### src/rtl/ex_mul_pkg.sv
// Shared definitions for the EX-stage shift-add multiply sequencer:
// FSM state encoding and the ALU control code that selects multiply.
package ex_mul_pkg;

    typedef enum logic [1:0] {
        IDLE = 2'b00,
        RUN  = 2'b01,
        DONE = 2'b10
    } state_t;

    localparam logic [3:0] ALU_MUL_CODE = 4'b1111;

endpackage

### src/rtl/ex_mul_datapath.sv
// Shift-add multiply datapath: accumulator, shifting multiplicand and
// multiplier, iteration counter, and the held result register.
// Optional feature: define EX_MUL_EARLY_TERM_EN to end the iteration as
// soon as the remaining multiplier bits are all zero.
module ex_mul_datapath #(
    parameter int WIDTH = 32
) (
    input  logic             clk,
    input  logic             rst_n,
    input  logic             load,
    input  logic             step,
    input  logic             finish,
    input  logic [WIDTH-1:0] a,
    input  logic [WIDTH-1:0] b,
    output logic             last,
    output logic [WIDTH-1:0] result
);

    localparam int               CW         = $clog2(WIDTH + 1);
    localparam logic [CW-1:0]    COUNT_INIT = CW'(WIDTH);
    localparam logic [CW-1:0]    COUNT_ONE  = CW'(1);

    logic [WIDTH-1:0] acc;
    logic [WIDTH-1:0] mcand;
    logic [WIDTH-1:0] mult;
    logic [CW-1:0]    count;
    logic [WIDTH-1:0] acc_next;

    // Partial-product add for the current multiplier bit, wrapping modulo 2^WIDTH.
    assign acc_next = acc + (mult[0] ? mcand : '0);

`ifdef EX_MUL_EARLY_TERM_EN
    // Stop when the shifted multiplier will be zero or the count runs out.
    assign last = (count == COUNT_ONE) || (mult[WIDTH-1:1] == '0);
`else
    // Always iterate over every multiplier bit.
    assign last = (count == COUNT_ONE);
`endif

    // Load operands on a new request, then shift-add once per RUN cycle.
    // NOTE: state registers use non-blocking assignments so every register
    // samples the pre-edge values of the others, as real flops do.
    always_ff @(posedge clk or negedge rst_n) begin
        if (!rst_n) begin
            acc   <= '0;
            mcand <= '0;
            mult  <= '0;
            count <= '0;
        end else if (load) begin
            acc   <= '0;
            mcand <= a;
            mult  <= b;
            count <= COUNT_INIT;
        end else if (step) begin
            acc   <= acc_next;
            mcand <= mcand << 1;
            mult  <= mult >> 1;
            count <= count - COUNT_ONE;
        end
    end

    // Capture the final sum on entry to DONE; it holds until the next DONE,
    // independent of the accumulator being cleared by a later request.
    always_ff @(posedge clk or negedge rst_n) begin
        if (!rst_n) begin
            result <= '0;
        end else if (finish) begin
            result <= acc_next;
        end
    end

endmodule

### src/rtl/ex_mul_sequencer.sv
// EX-stage multi-cycle multiply sequencer: IDLE/RUN/DONE FSM that stalls
// the front of the pipe while the ex_mul_datapath iterates.
// Optional feature: EX_MUL_EARLY_TERM_EN (early termination, in the datapath).
module ex_mul_sequencer
    import ex_mul_pkg::*;
#(
    parameter int         WIDTH    = 32,
    parameter logic [3:0] MUL_CODE = ALU_MUL_CODE
) (
    input  logic             Clk,
    input  logic             Reset_n,
    input  logic [3:0]       ALU_Control_EX,
    input  logic             Valid_EX,
    input  logic             Flush_EX,
    input  logic [WIDTH-1:0] Operand_A_EX,
    input  logic [WIDTH-1:0] Operand_B_EX,
    output logic             Stall_EX,
    output logic             Mul_Busy_EX,
    output logic             Mul_Done_EX,
    output logic [WIDTH-1:0] Mul_Result_EX
);

    state_t state;
    state_t state_next;
    logic   request;
    logic   load;
    logic   step;
    logic   finish;
    logic   last;

    // A live, unflushed multiply in EX; qualified by reset so the stall
    // output stays low while reset is asserted.
    assign request = Valid_EX & (ALU_Control_EX == MUL_CODE) & ~Flush_EX & Reset_n;

    // State register.
    always_ff @(posedge Clk or negedge Reset_n) begin
        if (!Reset_n) begin
            state <= IDLE;
        end else begin
            state <= state_next;
        end
    end

    // Next-state and output decode; a flush overrides everything.
    // NOTE: every output gets a default before the case so no path leaves
    // a signal unassigned, which would otherwise infer a latch.
    always_comb begin
        state_next  = state;
        Stall_EX    = 1'b0;
        Mul_Busy_EX = 1'b0;
        Mul_Done_EX = 1'b0;
        load        = 1'b0;
        step        = 1'b0;
        finish      = 1'b0;
        case (state)
            IDLE: begin
                if (request) begin
                    load       = 1'b1;
                    Stall_EX   = 1'b1;
                    state_next = RUN;
                end
            end
            RUN: begin
                Mul_Busy_EX = 1'b1;
                Stall_EX    = 1'b1;
                step        = 1'b1;
                if (last) begin
                    finish     = 1'b1;
                    state_next = DONE;
                end
            end
            DONE: begin
                Mul_Done_EX = 1'b1;
                state_next  = IDLE;
            end
            default: begin
                state_next = IDLE;
            end
        endcase
        if (Flush_EX) begin
            state_next  = IDLE;
            Stall_EX    = 1'b0;
            Mul_Done_EX = 1'b0;
            finish      = 1'b0;
        end
    end

    ex_mul_datapath #(
        .WIDTH (WIDTH)
    ) u_datapath (
        .clk    (Clk),
        .rst_n  (Reset_n),
        .load   (load),
        .step   (step),
        .finish (finish),
        .a      (Operand_A_EX),
        .b      (Operand_B_EX),
        .last   (last),
        .result (Mul_Result_EX)
    );

endmodule

### config.mk
export PLATFORM = sky130hd
export DESIGN_NAME = ex_mul_sequencer
export DESIGN_NICKNAME = d
export VERILOG_FILES = /design/src/rtl/ex_mul_pkg.sv /design/src/rtl/ex_mul_datapath.sv /design/src/rtl/ex_mul_sequencer.sv
export SDC_FILE = /design/constraint.sdc
export NUM_CORES = 1
export LEC_CHECK = 0
export CORE_ASPECT_RATIO = 1.4
export CORE_MARGIN = 1
export CORE_UTILIZATION = 59
export DETAILED_ROUTE_END_ITERATION = 6
export GPL_TIMING_DRIVEN = 0
export PLACE_DENSITY = 0.86
export SYNTH_ARGS = -nofsm -noshare
export SYNTH_HDL_FRONTEND = slang
export SYNTH_SLANG_ARGS = --single-unit
export TNS_END_PERCENT = 100
### constraint.sdc
create_clock -name Clk -period 4.6 [get_ports Clk]
set_input_delay 0.92 -clock Clk [delete_from_list [all_inputs] [get_ports Clk]]
set_output_delay 0.92 -clock Clk [all_outputs]
set_load 0.05 [all_outputs]
==> out/results.ini <==
[worst_setup_path]
path_buf_inv=3
worst_ep_arrival_time_ps=3050
startpoint_type=input port
crit_chain=clkbuf_8, buf_16, nand2_1, or4_1, a211oi_1, dlymetal6s2s_1
cpPeakStageDelay_ps=510
crit_slowest_cell=or4_1
cpLargestDelayFamily=buffers and inverters
reg2reg_from=u_datapath.mult[0]
end_kind=output port
regToRegEndpoint=u_datapath.result[30]
reg2reg_depth=12
cp.required_ps=3680
r2r_slack_ps=950
path_depth=6
worstSetupPathType=in -> out
cp_max_fo=79

[global_routing]
antenna_found_initial=0
grt_max_degree=80
grt.overflow.total=0
grt_pass1_vias=6423
grt_util_all_layers_pct=31.7
grt_pass1_wl_mm=30.8

[layout]
fill_cells=851
final_common_cell=nand2_1
nNetsFinal=1034
syn2layout_area_growth_pct=26.0
multi_input_area_um2=3580
layout-drive-gt1-share_pct=4.57
design_area_um2=9090
finalNonFillerCells=1088
layout_common_cells=nand2_1 (211), dfrtp_1 (136), clkdlybuf4s50_1 (104), a22oi_1 (63), o21ai_0 (52)
regArea_um2=3400
diodes=0

[routing]
drt_iter0_drc=431
drt_first_pass_iters=5
routed_wl_mm=18.8
post-route-drc-count=0
vias=6481
via_per_inst=5.96
drtAntennaViolNets=0
wl_per_cell_um=17.3

[flow_run]
drv_cap=0

[die]
core_area_um2=11900
die_h_um=133
initial_core_util_pct=60.8
dieArea_um2=12700
row_count=47
die_w_um=95.5
pin_count=107

[clock_tree]
cts_buffer_depth=2
post_cts_buffers=0
path_clk_slew_ps=60
cts_hold_buf=0
cts_made_buffers=17
root_buffer=clkbuf_16
clk_latency_ps=420
cts_sinks=136
htree_levels=4
cts_tree=built

[placement]
dp_cells=1056
pre_cts_slack_ps=142
gp_congestion=0.935
placed_area_um2=8490
port-buffer-count=106
dp_hpwl_mm=13.3

[logic_synthesis]
synth.distinct_cells=50
syn_inst=802
ys_ff_latch=136
async_flop_share_pct=100
synth_flop_cell=dfrtp_1
synth-seq-area-share_pct=47.2
yosysWarnings=0
syn_nets=908
syn_area_um2=7220
synthDominantCellAreaShare_pct=47.2
synth_area_leaders=dfrtp_1 (47%), nand2_1 (11%), a22oi_1 (6.6%)
synth_edf_count=0
syn_avg_cell_area_um2=9.00
yosysTopAreaCell=dfrtp_1

[hold_path]
worst_hold_path_type=in -> async

[timing]
fin_crit_sh_pct=86.3
drv_slew=0
max_slew_margin_pct=28.2
worstMarginPinSlew_ps=1070
setup_tns_ps=0
fin_skew_ps=7.30
timing.fmax_mhz=252
hold_viol_final=0
worst_slack_ps=629
fin_crit_ps=3970
rsz0062_at_grt=false
setup_viol_count_final=0

[status]
status=completed

[power_and_ir_drop]
ir_worst_vdd_v=0.000264
cellLeakagePower_nw=4.31
power.density_nw_per_um2=406

-- cells in the mapped netlist, types with 6 or more instances --
master / instances
a21oi_1: 31
inv_1: 15
nand4_1: 7
a22o_1: 6
xnor2_1: 18
a22oi_1: 63
a31oi_1: 7
nand3_1: 10
xor2_1: 13
clkbuf_1: 44
ha_1: 33
and2_1: 33
nand2_1: 211
o22ai_1: 23
o21a_1: 7
a21o_1: 9
dfrtp_1: 136
o21ai_0: 52
nor2_1: 24
-- state kept, by name, indices dropped and copies added (netlist names) --
name,flops
u_datapath.mult,32
state,2
u_datapath.mcand,32
u_datapath.result,32
u_datapath.acc,32
u_datapath.count,6
-- stage by stage --
stage	util [%]	total power, mW	hold WS (ps)
finish	76.6	3.69	455
global route	76.6	3.87	487
CTS	76.5	3.69	468
detailed placement	71.5	2.31	455
global placement	71.2	2.27	452
floorplan	-	2.04	446
-- kinds of logic after synthesis --
group	synth area share (%)
XOR/XNOR	3.76
buffers and inverters	3.24
AND/OR/NAND/NOR	18.1
multiplexers	0.919
AO/OA/AOI/OAI	20.8
adder cells (fa/ha/maj)	6.00
flip-flops	47.2
-- how the worst max path moves through the flow --
| stage | start | endpoint | slack (ps) |
|---|---|---|---|
| after floorplan | Valid_EX | Stall_EX | 900 |
| after global placement | Reset_n | Stall_EX | -4030 |
| after detailed placement | Reset_n | Stall_EX | 140 |
| after CTS | Reset_n | Stall_EX | 140 |
| after global routing | Reset_n | Stall_EX | 390 |
| final | Reset_n | Stall_EX | 630 |
-- per-layer routing --
metal  track usage (%)  part of all wire [%]  wire length, um
met5                 0                     0                0
met4              14.0                   3.7              688
met3              7.41                   6.2             1160
met2              51.6                    50             9460
met1              39.7                    40             7540
-- where the power goes --
group,leakage [nW],switching (mW),internal [mW]
clock,0.286,0.542,0.832
sequential,1.74,0.147,1.39
combinational,2.29,0.461,0.322
total,4.31,1.15,2.54
-- repair_timing --
action / in CTS / in global routing
hold endpoints to repair: 0 / 0
gates resized for setup: 0 / 2
setup endpoints to repair: 0 / 1
-- final cells by class --
| class | instances | share of cell area [%] |
|---|---|---|
| tap | 147 | 2.02 |
| sequential | 136 | 37.4 |
| inverter | 15 | 0.619 |
| clock inverter | 13 | 1.60 |
| buffer | 47 | 1.95 |
| timing repair buffer | 107 | 12.0 |
| clock buffer | 19 | 4.98 |
| multi-input combinational | 604 | 39.4 |
Note: power is estimated with default switching activity, not from simulation.
